[src/rtl/apb_pkg.sv]
// Shared APB definitions: default bus widths and the transfer phase encoding.
package apb_pkg;

   localparam int unsigned APB_ADDR_W = 32;
   localparam int unsigned APB_DATA_W = 32;
   localparam int unsigned APB_PROT_W = 3;

   typedef enum logic [1:0] {
      IDLE   = 2'd0,
      SETUP  = 2'd1,
      ACCESS = 2'd2
   } apb_state_e;

endpackage

[src/rtl/rr_arb2.sv]
// Two-way round-robin pick: a lone request wins; on a tie the master that did
// not win last time wins.
module rr_arb2 (
   input  logic [1:0] req,
   input  logic       last_grant,
   output logic       grant_c
);

   always_comb begin
      grant_c = 1'b0;
      if (req == 2'b11) begin
         grant_c = ~last_grant;
      end else begin
         grant_c = req[1];
      end
   end

endmodule

[src/rtl/apb_arbiter_2to1.sv]
// Shares one downstream APB port between two masters with round-robin
// arbitration, regenerated SETUP/ACCESS phases and an ACCESS-phase watchdog.
module apb_arbiter_2to1
   import apb_pkg::*;
#(
   parameter int unsigned ADDR_W  = APB_ADDR_W,
   parameter int unsigned DATA_W  = APB_DATA_W,
   parameter int unsigned TIMEOUT = 1024
) (
   input  logic                  clock,
   input  logic                  reset,

   input  logic [ADDR_W-1:0]     m0_paddr,
   input  logic                  m0_psel,
   input  logic                  m0_penable,
   input  logic [APB_PROT_W-1:0] m0_pprot,
   input  logic                  m0_pwrite,
   input  logic [DATA_W-1:0]     m0_pwdata,
   input  logic [DATA_W/8-1:0]   m0_pstrb,
   output logic                  m0_pready,
   output logic [DATA_W-1:0]     m0_prdata,
   output logic                  m0_pslverr,

   input  logic [ADDR_W-1:0]     m1_paddr,
   input  logic                  m1_psel,
   input  logic                  m1_penable,
   input  logic [APB_PROT_W-1:0] m1_pprot,
   input  logic                  m1_pwrite,
   input  logic [DATA_W-1:0]     m1_pwdata,
   input  logic [DATA_W/8-1:0]   m1_pstrb,
   output logic                  m1_pready,
   output logic [DATA_W-1:0]     m1_prdata,
   output logic                  m1_pslverr,

   output logic [ADDR_W-1:0]     out_paddr,
   output logic                  out_psel,
   output logic                  out_penable,
   output logic [APB_PROT_W-1:0] out_pprot,
   output logic                  out_pwrite,
   output logic [DATA_W-1:0]     out_pwdata,
   output logic [DATA_W/8-1:0]   out_pstrb,
   input  logic                  out_pready,
   input  logic [DATA_W-1:0]     out_prdata,
   input  logic                  out_pslverr
);

   localparam int unsigned WD_W    = (TIMEOUT == 0) ? 1 : $clog2(TIMEOUT + 1);
   localparam bit          WD_EN   = (TIMEOUT != 0);
   localparam int unsigned WD_LAST = (TIMEOUT == 0) ? 0 : TIMEOUT - 1;

   apb_state_e        state_q, state_d;
   logic              grant_q, grant_d;
   logic              last_grant_q, last_grant_d;
   logic [WD_W-1:0]   wd_cnt_q, wd_cnt_d;

   logic              pick_c;
   logic              active_c;
   logic              done_c;
   logic              abort_c;
   logic              unused_penable;

   // Phases are regenerated locally, so upstream penable carries no information.
   assign unused_penable = m0_penable ^ m1_penable;

   rr_arb2 u_rr_arb2 (
      .req        ({m1_psel, m0_psel}),
      .last_grant (last_grant_q),
      .grant_c    (pick_c)
   );

   always_ff @(posedge clock) begin
      if (reset) begin
         state_q      <= IDLE;
         grant_q      <= 1'b0;
         last_grant_q <= 1'b1;
         wd_cnt_q     <= '0;
      end else begin
         state_q      <= state_d;
         grant_q      <= grant_d;
         last_grant_q <= last_grant_d;
         wd_cnt_q     <= wd_cnt_d;
      end
   end

   // Next-state, watchdog and completion detection.
   always_comb begin
      state_d      = state_q;
      grant_d      = grant_q;
      last_grant_d = last_grant_q;
      wd_cnt_d     = wd_cnt_q;
      done_c       = 1'b0;
      abort_c      = 1'b0;
      case (state_q)
         IDLE: begin
            if (m0_psel || m1_psel) begin
               grant_d = pick_c;
               state_d = SETUP;
            end
         end
         SETUP: begin
            wd_cnt_d = '0;
            state_d  = ACCESS;
         end
         ACCESS: begin
            if (out_pready) begin
               done_c       = 1'b1;
               last_grant_d = grant_q;
               state_d      = IDLE;
            end else if (WD_EN && (wd_cnt_q == WD_W'(WD_LAST))) begin
               abort_c      = 1'b1;
               last_grant_d = grant_q;
               state_d      = IDLE;
            end else if (wd_cnt_q != '1) begin
               wd_cnt_d = wd_cnt_q + WD_W'(1);
            end
         end
         default: state_d = IDLE;
      endcase
   end

   // Downstream request mux and completion return; everything quiet under reset.
   always_comb begin
      active_c    = (state_q != IDLE) && !reset;
      out_psel    = active_c;
      out_penable = active_c && (state_q == ACCESS);
      out_paddr   = '0;
      out_pprot   = '0;
      out_pwrite  = 1'b0;
      out_pwdata  = '0;
      out_pstrb   = '0;
      m0_pready   = 1'b0;
      m0_prdata   = '0;
      m0_pslverr  = 1'b0;
      m1_pready   = 1'b0;
      m1_prdata   = '0;
      m1_pslverr  = 1'b0;
      if (active_c) begin
         out_paddr  = grant_q ? m1_paddr  : m0_paddr;
         out_pprot  = grant_q ? m1_pprot  : m0_pprot;
         out_pwrite = grant_q ? m1_pwrite : m0_pwrite;
         out_pwdata = grant_q ? m1_pwdata : m0_pwdata;
         out_pstrb  = grant_q ? m1_pstrb  : m0_pstrb;
      end
      if (!reset && (done_c || abort_c)) begin
         if (grant_q) begin
            m1_pready  = 1'b1;
            m1_prdata  = done_c ? out_prdata : '0;
            m1_pslverr = done_c ? out_pslverr : 1'b1;
         end else begin
            m0_pready  = 1'b1;
            m0_prdata  = done_c ? out_prdata : '0;
            m0_pslverr = done_c ? out_pslverr : 1'b1;
         end
      end
   end

endmodule

[config.mk]
export PLATFORM = sky130hd
export DESIGN_NAME = apb_arbiter_2to1
export DESIGN_NICKNAME = d
export VERILOG_FILES = /design/src/rtl/apb_pkg.sv /design/src/rtl/rr_arb2.sv /design/src/rtl/apb_arbiter_2to1.sv
export SDC_FILE = /design/constraint.sdc
export NUM_CORES = 1
export LEC_CHECK = 0
export ABC_AREA = 0
export CORE_AREA = 10 10 119 121
export CTS_CLUSTER_SIZE = 25
export DETAILED_ROUTE_END_ITERATION = 6
export DIE_AREA = 0 0 129 131
export GPL_TIMING_DRIVEN = 0
export PLACE_DENSITY_LB_ADDON = 0.2
export SYNTH_ARGS = -nofsm -noshare
export SYNTH_HDL_FRONTEND = slang
export SYNTH_SLANG_ARGS = --single-unit
[constraint.sdc]
create_clock -name clock -period 2.2 [get_ports clock]
set_input_delay 0.22 -clock clock [delete_from_list [all_inputs] [get_ports clock]]
set_output_delay 0.22 -clock clock [all_outputs]
set_load 0.02 [all_outputs]
==> results of run 1 <==
[cells in the final DEF (no fill, tap or decap), types with 2 or more instances in the layout]
| cell | netlist | layout |
|---|---|---|
| clkdlybuf4s50_1 | 0 | 180 |
| nor2_1 | 146 | 145 |
| mux2i_1 | 73 | 73 |
| dlygate4sd2_1 | 0 | 60 |
| clkbuf_2 | 0 | 47 |
| nand2_1 | 42 | 41 |
| clkdlybuf4s15_1 | 0 | 26 |
| buf_2 | 3 | 14 |
| dfxtp_1 | 15 | 11 |
| clkbuf_1 | 23 | 8 |
| a21oi_1 | 7 | 7 |
| clkdlybuf4s15_2 | 0 | 7 |
| or3_1 | 6 | 6 |
| buf_4 | 0 | 6 |
| clkbuf_4 | 0 | 5 |
| o211ai_1 | 4 | 4 |
| dfxtp_2 | 0 | 4 |
| nor2b_1 | 3 | 3 |
| nor3_1 | 3 | 3 |
| o21ai_0 | 3 | 3 |
| and2_1 | 3 | 3 |
| clkbuf_16 | 0 | 3 |
| inv_1 | 2 | 2 |
| nand3b_1 | 2 | 2 |
| and3_1 | 2 | 2 |
| nand4_1 | 2 | 2 |
| o311ai_0 | 2 | 2 |
| or4_1 | 2 | 2 |
| a32oi_1 | 2 | 2 |
| nand3_1 | 3 | 2 |
| dlymetal6s2s_1 | 0 | 2 |
[area by class of cell]
| type | instances | area [um^2] | share of cell area (%) |
|---|---|---|---|
| Timing Repair Buffer | 324 | 2950 | 52.9 |
| Buffer | 30 | 154 | 2.76 |
| Inverter | 2 | 7.51 | 0.134 |
| Sequential cell | 15 | 305 | 5.47 |
| Tap cell | 147 | 184 | 3.29 |
| Multi-Input combinational cell | 321 | 1900 | 34.0 |
| Clock buffer | 4 | 78.8 | 1.41 |
| Antenna cell | 1 | 2.50 | 0.0448 |
[per-layer routing]
layer	up-vias	share of wire [%]	track usage [%]	wire, um
li1	1894	-	-	-
met1	1709	33	16.9	5470
met2	176	56	34.3	9230
met3	9	9.6	6.53	1570
met4	0	0.85	3.68	139
met5	-	0	0	0
[report_power, final]
part | total [W] | internal, W | switching [W]
Clock | 0.000360 | 0.000246 | 0.000114
Combinational | 0.000922 | 0.000503 | 0.000420
Sequential | 0.000290 | 0.000280 | 0.00000993
[cells by family after synthesis]
group	count (synthesis)
mux	73
buf+inv	34
simple gates	222
fa+ha+maj	1
flops	15
compound gates	25
[sequential cells by signal (all words and copies together) (netlist names)]
name,count
state_q,2
last_grant_q,1
grant_q,1
wd_cnt_q,11
[metrics by stage]
step	power (W)	instance area [um^2]
after floorplan	0.000691	2280
after global placement	0.00126	5680
after detailed placement	0.00127	5680
after CTS	0.00159	5680
after global routing	0.00166	5580
final	0.00157	5580
[how the worst max path moves through the flow]
stage | cells after the start | to | startpoint | slack, ns
2_1_floorplan | 5 | m0_pslverr | wd_cnt_q[0]$_SDFFE_PP0P_ | 0.35
3_3_place_gp | 6 | m1_pslverr | wd_cnt_q[0]$_SDFFE_PP0P_ | -0.42
3_5_place_dp | 6 | m1_pslverr | wd_cnt_q[0]$_SDFFE_PP0P_ | -0.46
4_1_cts | 6 | m0_prdata[15] | state_q[0]$_SDFFE_PP0P_ | 0.0005
5_1_grt | 5 | out_paddr[4] | grant_q$_SDFFE_PP0P_ | -0.02
6_report | 5 | m0_prdata[28] | state_q[0]$_SDFFE_PP0P_ | 0.09
[critical path, stage by stage, from the launching register on]
cell and delay, ns:
dfxtp_2 0.35, nand2b_4 0.16, or3_1 0.43, clkbuf_4 0.24, nor2_1 0.10, dlygate4sd2_1 0.35
[repair_timing]
| action | 4_1_cts | 5_1_grt |
|---|---|---|
| endpoints found under the setup margin | 141 | 136 |
| buffers inserted | 2 | 1 |
| pin swaps | 1 | 1 |
| gates resized for setup | 204 | 121 |
==> metrics.yaml, run 1 <==
run_status: "complete, no violations"
cts.sinks: 15
synth_area_um2: 2280
ys_types: 37
holdCritPathClass: "in -> reg"
synthArstFlopShare_pct: 0
synth-compound-area-share_pct: 7.78
ir_drop_uv: 190
grt_max_degree: 11
cap_viol_max_count: 0
criticalPathCategory: "reg -> out"
drt-vias-per-instance: 4.49
synthAdderAreaFrac_pct: 0.548
crit_path_start_kind: "flop"
synthMuxAreaShare_pct: 32.0
yosysMostFrequentCell: "nor2_1"
cts.htree.levels: 1
synthToLayoutAreaGrowth_pct: 145
worstHoldStart: "reset"
synth_xor_area_share_pct: 0
postCtsHoldBufs: 0
place_ws_ns: -0.455
nFillCells: 1200
setup_violations: 0
drt-pass1-iter-count: 4
max_freq_ghz: 0.475
slew_viol_final: 0
synthSimpleGateAreaFrac_pct: 40.8
placementRows: 40
ant_nets: 0
drt_iter0_markers: 171
synth_commonest_cells: "146 x nor2_1, 73 x mux2i_1, 42 x nand2_1"
gr-total-overflow: 0
synth_seq_area_share_pct: 13.2
fin_tns_setup_ns: 0
synth.top_cell.area_share_pct: 32.0
hold_violations: 0
ctsLongestPathBuffers: 2
core-area_um2: 11800
power_density_nw_per_um2: 282
ys_ff_latch: 15
placedCellCount: 838
cts_root_buffer: "clkbuf_16"
initial_core_util_pct: 19.3
rr_startpoint: "wd_cnt_q[0]$_SDFFE_PP0P_"
num_vias: 3788
synth_nets: 555
critPathMaxFanout: 10
grt_pass1_vias: 3819
synth_cells: 370
min_period_ns: 2.11
worstPathRequired_ns: 1.98
routed_wl_mm: 16.4
die_w_um: 129
fin_util_pct: 47.3
globalplace.congestion: 0.844
synth_edf_count: 0
tightest_slew_ns: 0.523
yosys.area.top_type: "mux2i_1"
syn_avg_cell_area_um2: 6.17
max_slew_margin_pct: 65.1
finalCritPeriodShare_pct: 95.8
tritoncts: "done"
clk_pin_slew_ns: 0.05
nNetsFinal: 882
hold_end: "wd_cnt_q[6]$_SDFFE_PP0P_"
reg2reg_to: "wd_cnt_q[4]$_SDFFE_PP0P_"
cp-end-kind: "output pin"
synth_top_family_by_area: "simple AND/OR/NAND/NOR gates"
r2r_slack_ns: 0.42
routedWlPerCell_um: 19.4
p_leak_nw: 2.47
arrival_ns: 1.89
portBuffers: 321
yosys_warnings: 0
hold_depth: 2
final_layout_size_suffix_gt1_share_pct: 13.5
synthTopCellsByArea: "mux2i_1 32%, nor2_1 24%, dfxtp_1 13%"
insertion_delay_ns: 0.25
ys.flop_type: "dfxtp_1"
dp_hpwl_mm: 14.8
finalClockSkew_ns: 0.00148
io_pins: 326
finalNonFillerCells: 844
numCtsBuffers: 3
rsz0062_at_grt: "true"
post-route-drc-count: 0
antenna_found_initial: 1
setup_slack_ns: 0.0934
gr-usage-all-layers_pct: 17.4
ff2ff_path_depth: 6
dieHeight_um: 131
dieArea_um2: 16900
grt_first_pass_wirelength_mm: 22.7
hold-worst-slack_ns: 0.405
(Power assumes the default switching activity.)
==> run 2, diff against run 1 <==
--- a/config.mk
+++ b/config.mk
@@ -6,7 +6,7 @@
 export NUM_CORES = 1
 export LEC_CHECK = 0
 export ABC_AREA = 0
-export CORE_AREA = 10 10 119 121
+export CORE_AREA = 5 5 124 126
 export CTS_CLUSTER_SIZE = 25
 export DETAILED_ROUTE_END_ITERATION = 6
 export DIE_AREA = 0 0 129 131
==> metrics.yaml, run 2 (synthesis results as in run 1) <==
routed_wl_mm: 14.9  # -9.2%
max_freq_ghz: 0.472  # -0.57%
grt_first_pass_wirelength_mm: 20.9  # -8.3%
cts_root_buffer: "clkbuf_16"
max_slew_margin_pct: 61.4  # -3.7 points
reg_top3: "wd_cnt_q (11), state_q (2)"
cp-end-kind: "output pin"
antenna_cells: 0  # -1
internal_power_w: 0.00103  # +0.48%
nNetsFinal: 880  # -0.23%
portBuffers: 321  # unchanged
finalInstanceArea_um2: 5640  # +1.0%
clock_power_share_pct: 22.9  # about the same
grt_max_degree: 11  # unchanged
die_w_um: 129  # unchanged
run_status: "complete, no violations"
drt_iter0_markers: 150  # -12%
synthToLayoutAreaGrowth_pct: 147
antenna_found_initial: 0  # -1
hold_violations: 0  # unchanged
globalplace.congestion: 0.864  # +2.4%
dieArea_um2: 16900  # unchanged
criticalPathCategory: "reg -> out"
core-area_um2: 14200  # +20%
tritoncts: "done"
layout_commonest_cell: "clkdlybuf4s50_1"
final_layout_size_suffix_gt1_share_pct: 9.94  # -3.6 points
switching_share_pct: 34.5  # -0.14 points
finalClockSkew_ns: 0.00110  # -0.000378 ns
arrival_ns: 1.90  # about the same
setup_violations: 0  # unchanged
gr-total-overflow: 0  # unchanged
cts.sinks: 15  # unchanged
switchingPower_w: 0.000543  # -0.16%
p_comb_share_pct: 58.7  # about the same
numCtsBuffers: 3  # unchanged
crit_path_start_kind: "flop"
finalCritPeriodShare_pct: 96.3  # +0.55 points
largest_reg_flops: 11  # unchanged
slew_viol_final: 0  # unchanged
ctsLongestPathBuffers: 2  # unchanged
post-route-drc-count: 0  # unchanged
io_pins: 326  # unchanged
cap_viol_max_count: 0  # unchanged
holdCritPathClass: "reg -> reg"
top_register: "wd_cnt_q"
layout_common_cells: "183 x clkdlybuf4s50_1, 144 x nor2_1, 89 x dlygate4sd2_1"
placed_area_um2: 5730  # +0.81%
num_vias: 3767  # -0.55%
power_density_nw_per_um2: 279  # -0.76%
drt-vias-per-instance: 4.29  # -4.4%
routedWlPerCell_um: 17.0  # -13%
tightest_slew_ns: 0.578  # +0.0551 ns
ir_drop_uv: 171  # -10%
placementRows: 44  # +10%
insertion_delay_ns: 0.25  # about the same
finalNonFillerCells: 878  # +4.0%
clk_pin_slew_ns: 0.05  # about the same
drt-pass1-iter-count: 4  # unchanged
seqPwrFrac_pct: 18.3  # about the same
p_leak_nw: 2.55  # +3.2%
postCtsHoldBufs: 0  # unchanged
cts.htree.levels: 1  # unchanged
initial_core_util_pct: 16.1  # -3.3 points
grt_pass1_vias: 3730  # -2.3%
critPathMaxFanout: 6  # -4
gr-usage-all-layers_pct: 15.8  # -1.7 points
dieHeight_um: 131  # unchanged
min_period_ns: 2.12  # +0.0121 ns
dp_hpwl_mm: 13.2  # -10%
worstPathRequired_ns: 1.98  # about the same
ant_nets: 0  # unchanged
placedCellCount: 875  # +4.4%
run 2: changes by cell type in the layout (fill, tap and decap cells not counted), sizes merged:
| cell | change |
|---|---|
| buf | -8 |
| diode | -1 |
| dlygate4sd2 | +29 |
| clkbuf | -10 |
| clkdlybuf4s15 | -16 |
| clkdlybuf4s50 | +3 |
run 2: repair_timing:
item / 4_1_cts / 5_1_grt
endpoints found under the setup margin: 141 / 77
gates resized for setup: 188 / 71
gates cloned: 0 / 0
buffers inserted: 1 / 0
pin swaps: 1 / 0
run 2: cell type report:
class	count	area, um^2
Fill cell	1581	8560
Sequential cell	15	303
Inverter	2	7.51
Clock buffer	4	78.8
Timing Repair Buffer	322	2970
Tap cell	184	230
Buffer	30	166
Multi-Input combinational cell	321	1890
run 2: per-stage QoR:
stage          power [W]  utilization (%)  TNS (ns)  worst slack, ns  hold WS [ns]
6_report         0.00158             39.7         0           0.0813         0.459
5_1_grt          0.00166             39.7   -0.0200         -0.00627         0.483
4_1_cts          0.00159             40.4    -0.131           -0.131         0.440
3_5_place_dp     0.00127             40.3    -34.93           -0.467         0.451
3_3_place_gp     0.00126             40.3    -30.95           -0.446         0.445
2_1_floorplan   0.000691                -         0            0.346         0.372
run 2: power by group through the flow:
stage / clock network [W] / logic [W] / registers (W)
floorplan: 0 / 0.000400 / 0.000290
global placement: 0 / 0.000971 / 0.000292
detailed placement: 0 / 0.000981 / 0.000293
CTS: 0.000368 / 0.000938 / 0.000288
global route: 0.000380 / 0.000992 / 0.000290
finish: 0.000362 / 0.000926 / 0.000289
run 2: metal layers:
layer	share of wire [%]	global-route usage, %	routed length (um)
met5	0	0	0
met4	1.5	3.34	225
met3	9.4	5.57	1410
met2	56	31.5	8290
met1	33	15.5	4980
run 2: final timing paths:
kind / from / end / slack, ns / cells past startpoint
setup / recovery: wd_cnt_q[0]$_SDFFE_PP0P_ / m1_pready / 0.08 / 5
hold / removal: wd_cnt_q[10]$_SDFFE_PP0P_ / wd_cnt_q[10]$_SDFFE_PP0P_ / 0.46 / 1
setup reg to reg: wd_cnt_q[0]$_SDFFE_PP0P_ / wd_cnt_q[5]$_SDFFE_PP0P_ / 0.31 / 6
hold reg to reg: wd_cnt_q[10]$_SDFFE_PP0P_ / wd_cnt_q[10]$_SDFFE_PP0P_ / 0.46 / 1
run 2: critical path, stage by stage (launching register included):
cell and delay [ns]:
dfxtp_1 0.38, ha_1 0.21, nand3_2 0.18, o41ai_4 0.32, and3_1 0.20, dlygate4sd2_1 0.35
